File: src/rtl/sap2_seq_pkg.sv
// Shared definitions for the SAP-2 T-state sequencer: state encoding and
// default ring geometry.
package sap2_seq_pkg;

   typedef enum logic [1:0] {
      SEQ_RUN       = 2'd0,
      SEQ_STEP_WAIT = 2'd1,
      SEQ_HALT      = 2'd2
   } seqState_t;

   localparam int SEQ_NUM_T_DEFAULT = 18;
   localparam int SEQ_MIN_T_DEFAULT = 3;
   localparam int SEQ_COUNT_W       = 16;

endpackage

File: src/rtl/var_ring_sequencer_tstate_decoder.sv
// Binary T index to one-hot T-state, forced to all-zero when not running.
module tstate_decoder
   import sap2_seq_pkg::*;
#(
   parameter int NUM_T = SEQ_NUM_T_DEFAULT,
   parameter int T_W   = $clog2(NUM_T)
) (
   input  logic [T_W-1:0]   tIdx,
   input  logic             runEn,
   output logic [NUM_T-1:0] tState
);

   always_comb begin
      tState = '0;
      if (runEn) begin
         tState[tIdx] = 1'b1;
      end
   end

endmodule

File: src/rtl/var_ring_sequencer.sv
// Variable-length T-state ring for the SAP-2 control unit, with wait stretch,
// halt, and single-instruction step mode.
module var_ring_sequencer
   import sap2_seq_pkg::*;
#(
   parameter  int NUM_T = SEQ_NUM_T_DEFAULT,
   parameter  int MIN_T = SEQ_MIN_T_DEFAULT,
   localparam int T_W   = $clog2(NUM_T)
) (
   input  logic                   inCLK,
   input  logic                   inRST,
   input  logic                   inEnd,
   input  logic                   inWait,
   input  logic                   inHLT,
   input  logic                   inStepMode,
   input  logic                   inStepPulse,
   output logic [NUM_T-1:0]       oTstate,
   output logic [T_W-1:0]         oTidx,
   output logic                   oFetch,
   output logic                   oLastT,
   output logic                   oHLT,
   output logic [SEQ_COUNT_W-1:0] oInstrCount
);

   localparam logic [T_W-1:0] FIRST_FREE = T_W'(MIN_T);
   localparam logic [T_W-1:0] LAST_IDX   = T_W'(NUM_T - 1);

   seqState_t              state;
   logic [T_W-1:0]         tIdx;
   logic [SEQ_COUNT_W-1:0] instrCount;
   logic                   stepPrev;
   logic                   hltReg;
   logic                   running;
   logic                   pastFetch;
   logic                   lastT;
   logic                   stepEdge;

   // The early end request only counts once the fixed fetch window is over;
   // the final ring slot always ends the instruction so the index wraps.
   always_comb begin
      running   = (state == SEQ_RUN);
      pastFetch = (tIdx >= FIRST_FREE);
      lastT     = running && ((inEnd && pastFetch) || (tIdx == LAST_IDX));
      stepEdge  = inStepPulse && !stepPrev;
   end

   always_ff @(posedge inCLK or negedge inRST) begin
      if (!inRST) begin
         state      <= SEQ_RUN;
         tIdx       <= '0;
         instrCount <= '0;
         stepPrev   <= 1'b0;
         hltReg     <= 1'b0;
      end else begin
         stepPrev <= inStepPulse;
         case (state)
            SEQ_RUN: begin
               if (inWait) begin
                  tIdx <= tIdx;
               end else if (inHLT && pastFetch) begin
                  state  <= SEQ_HALT;
                  hltReg <= 1'b1;
               end else if (lastT) begin
                  tIdx       <= '0;
                  instrCount <= instrCount + SEQ_COUNT_W'(1);
                  if (inStepMode) begin
                     state <= SEQ_STEP_WAIT;
                  end
               end else begin
                  tIdx <= tIdx + T_W'(1);
               end
            end
            SEQ_STEP_WAIT: begin
               if (!inStepMode || stepEdge) begin
                  state <= SEQ_RUN;
               end
            end
            SEQ_HALT: begin
               hltReg <= 1'b1;
            end
            default: begin
               state <= SEQ_RUN;
               tIdx  <= '0;
            end
         endcase
      end
   end

   tstate_decoder #(
      .NUM_T (NUM_T),
      .T_W   (T_W)
   ) uDecoder (
      .tIdx   (tIdx),
      .runEn  (running),
      .tState (oTstate)
   );

   assign oTidx       = tIdx;
   assign oFetch      = running && !pastFetch;
   assign oLastT      = lastT;
   assign oHLT        = hltReg;
   assign oInstrCount = instrCount;

endmodule

File: config.mk
export PLATFORM = sky130hd
export DESIGN_NAME = var_ring_sequencer
export DESIGN_NICKNAME = d
export VERILOG_FILES = /design/src/rtl/sap2_seq_pkg.sv /design/src/rtl/var_ring_sequencer_tstate_decoder.sv /design/src/rtl/var_ring_sequencer.sv
export SDC_FILE = /design/constraint.sdc
export NUM_CORES = 1
export LEC_CHECK = 0
export BUFFER_PORTS_ARGS = -buffer_cell sky130_fd_sc_hd__buf_2
export CAP_MARGIN = 30
export CORE_UTILIZATION = 57
export CTS_BUF_LIST = sky130_fd_sc_hd__clkbuf_2 sky130_fd_sc_hd__clkbuf_4 sky130_fd_sc_hd__clkbuf_8
export CTS_CLUSTER_DIAMETER = 40
export DETAILED_ROUTE_END_ITERATION = 10
export GPL_TIMING_DRIVEN = 0
export PLACE_DENSITY_LB_ADDON = 0.08
export REMOVE_ABC_BUFFERS = 1
export SLEW_MARGIN = 20
export SYNTH_ARGS = -nofsm -noshare
export SYNTH_HDL_FRONTEND = slang
export SYNTH_HIERARCHICAL = 1
export SYNTH_SLANG_ARGS = --single-unit
File: constraint.sdc
create_clock -name inCLK -period 4.7 [get_ports inCLK]
set_input_delay 0.235 -clock inCLK [delete_from_list [all_inputs] [get_ports inCLK]]
set_output_delay 0.235 -clock inCLK [all_outputs]
set_load 0.01 [all_outputs]
==> impl_metrics.env <==
export IMPL_outcome="complete, no violations"
export IMPL_min_path_cells=1
export IMPL_switching_share_pct=48.04
export IMPL_placed_cells=233
export IMPL_synthAdderAreaFrac_pct=4.754
export IMPL_vdd_drop_max_uv=418.2
export IMPL_rsz0062_at_grt="false"
export IMPL_diodes=0
export IMPL_cts_buffers=3
export IMPL_row_count=18
export IMPL_ys_warn_count=6
export IMPL_cts_buffer_depth=2
export IMPL_place_congestion=0.7532
export IMPL_worstPathRequired_ns=4.93
export IMPL_slew_viol_final=0
export IMPL_yosysUniqueCellTypes=41
export IMPL_worstMarginPinSlew_ns=0.7478
export IMPL_vias=1436
export IMPL_yosys_top_cells_area="dfrtp_1 (40%), xor2_1 (8.3%), ha_1 (4.8%), nor2_1 (4.0%), nor4_2 (4.0%)"
export IMPL_h_tree_depth=1
export IMPL_r2r_slack_ns=1.91
export IMPL_setup_viol=0
export IMPL_ys_ff_latch=25
export IMPL_syn_area_mm2=0.001579
export IMPL_port_buffer_count=48
export IMPL_hold_viol=0
export IMPL_die_x_um=54.63
export IMPL_track_usage_pct=25.48
export IMPL_grt_pass1_vias=1165
export IMPL_min_period_over_period_pct=59.29
export IMPL_synth_async_reset_ratio_pct=100.0
export IMPL_drcViolationCount=0
export IMPL_arrival_ns=3.02
export IMPL_reg2reg_from="oTidx[0]"
export IMPL_post_route_util_pct=72.71
export IMPL_p_sw_mw=0.4542
export IMPL_min_from="inStepPulse"
export IMPL_dpl_instance_area_mm2=0.001813
export IMPL_p_clk_share_pct=10.7
export IMPL_die_area_mm2=0.002984
export IMPL_core_mm2=0.002545
export IMPL_syn_to_final_growth_pct=17.19
export IMPL_reg2reg_to="oTidx[2]"
export IMPL_fillers=205
export IMPL_final_cells=238
export IMPL_reg2reg_depth=6
export IMPL_min_period_ns=2.786
export IMPL_slew_headroom_pct=50.08
export IMPL_powerDensity_mw_per_mm2=510.9
export IMPL_critPathKind="reg2reg"
export IMPL_combPwrFrac_pct=52.6
export IMPL_worstPathMaxFanout=16
export IMPL_insertion_delay_ns=0.32
export IMPL_cts_root_buf="clkbuf_4"
export IMPL_preCtsSetupSlack_ns=1.953
export IMPL_synthXorXnorAreaFrac_pct=8.320
export IMPL_setup_ws_ns=1.914
export IMPL_fin_total_pwr_mw=0.9454
export IMPL_p_int_mw=0.4913
export IMPL_num_io_pins=49
export IMPL_synthMuxAreaShare_pct=0.7132
export IMPL_start_util_pct=62.05
export IMPL_dr_pass1_iters=4
export IMPL_yosysTopAreaCell="dfrtp_1"
export IMPL_final_nets=222
export IMPL_cp_end_kind="register"
export IMPL_hpwl_um=2557
export IMPL_synth_cells=164
export IMPL_synth_main_ff_cell="dfrtp_1"
export IMPL_drtAntennaViolNets=0
export IMPL_viasPerCell=6.034
export IMPL_synth_top_family_by_area="simple AND/OR/NAND/NOR gates"
export IMPL_syn_avg_cell_area_um2=9.628
export IMPL_worstHoldEndpoint="stepPrev"
export IMPL_tns_ns=0
export IMPL_ys_seq_area_share_pct=39.62
export IMPL_grt_pass1_wl_um=5361
export IMPL_synth_most_common_cell="dfrtp_1"
export IMPL_fmax_mhz=358.9
export IMPL_cts_tree="built"
export IMPL_grt_ovfl_total=0
export IMPL_drv_cap=0
export IMPL_synthSimpleGateAreaFrac_pct=31.30
export IMPL_power_frac_seq_pct=36.7
export IMPL_synth_common_cells="dfrtp_1 (25), nor2_1 (17), xor2_1 (15)"
export IMPL_first_iter_violations=38
export IMPL_critPathLaunchType="register"
export IMPL_grt_max_degree=26
export IMPL_routedWlPerCell_um=15.08
export IMPL_synth_edf_count=0
export IMPL_finClkSkew_ns=0.001220
export IMPL_die_h_um=54.63
export IMPL_synth_compound_area_share_pct=9.905
export IMPL_fin_area_mm2=0.001851
export IMPL_hold_class="in2reg"
export IMPL_wl_um=3590
export IMPL_antenna_found_initial=0
export IMPL_yosysTopAreaCellShare_pct=39.62
export IMPL_power_leakage_nw=0.9763
export IMPL_clk_pin_slew_worst_paths_ns=0.14
export IMPL_whs_ns=0.01598
export IMPL_drive_above_1_share_pct=30.77
export IMPL_post_cts_buffers=0
export IMPL_cts_sinks=25
==> timing repair <==
action | 4_1_cts | 5_1_grt
hold buffers | 1 | 0
gates resized for setup | 0 | 0
endpoints found under the hold margin | 25 | 0
==> placed cells by master (no fill, tap or decap), types with 6 or more instances in the layout <==
cell,synthesis,final
buf_2,2,48
dfrtp_1,25,25
nor2_1,17,17
xor2_1,15,15
nand3_1,12,12
o21ai_0,8,8
nand2_1,7,7
nor3_1,7,7
inv_1,6,6
ha_1,6,6
==> worst max-delay path: stages, from the launching register on <==
cell	delay, ns
dfrtp_1	0.57
ha_1	0.33
a211o_1	0.38
a211oi_4	0.53
buf_6	0.24
or3b_4	0.40
o311ai_1	0.25
==> kinds of logic (layout without fill, tap and decap cells) <==
kind of cell    Yosys count  after routing
fa+ha+maj                 6              6
flops                    25             25
buf+inv                  16             60
compound gates           23             23
simple gates             78             78
mux                       1              1
xor+xnor                 15             15
==> layout make-up <==
cell class	count	area (um2)	area share, %
multi-input cells	123	875.8	47.33
flip-flops and latches	25	625.6	33.81
repair buffers	50	261.5	14.13
well taps	30	37.54	2.028
clock buffers	3	22.52	1.217
inverters	6	22.52	1.217
clock inverters	1	5.005	0.2705
==> per-layer routing <==
layer | routed length (um) | up-vias | global-route usage, %
li1 | - | 687 | -
met1 | 1588 | 704 | 34.89
met2 | 1819 | 41 | 41.97
met3 | 155 | 4 | 2.500
met4 | 25 | 0 | 7.692
met5 | 0 | - | 0
==> power by group through the flow <==
stage | registers, mW | logic (mW) | clock network, mW
2_1_floorplan | 0.347 | 0.316 | 0
3_3_place_gp | 0.345 | 0.456 | 0
3_5_place_dp | 0.350 | 0.492 | 0
4_1_cts | 0.345 | 0.496 | 0.104
5_1_grt | 0.359 | 0.554 | 0.110
6_report | 0.347 | 0.497 | 0.101
==> how the worst max path moves through the flow <==
| stage | startpoint | to | depth (start not counted) |
|---|---|---|---|
| after floorplan | oTidx[0] | oTidx[2] | 5 |
| after global placement | oTidx[0] | oTidx[2] | 5 |
| after detailed placement | oTidx[0] | oTidx[2] | 6 |
| after CTS | oTidx[0] | oTidx[2] | 6 |
| after global routing | state[0] | oTidx[2] | 6 |
| final | oTidx[0] | oTidx[2] | 6 |
==> registers in the layout, summed over array words and instances (netlist names) <==
| name | count |
|---|---|
| oInstrCount | 16 |
| oTidx | 5 |
| state | 2 |
| oHLT | 1 |
| stepPrev | 1 |
Note: power is estimated with default switching activity, not from simulation.
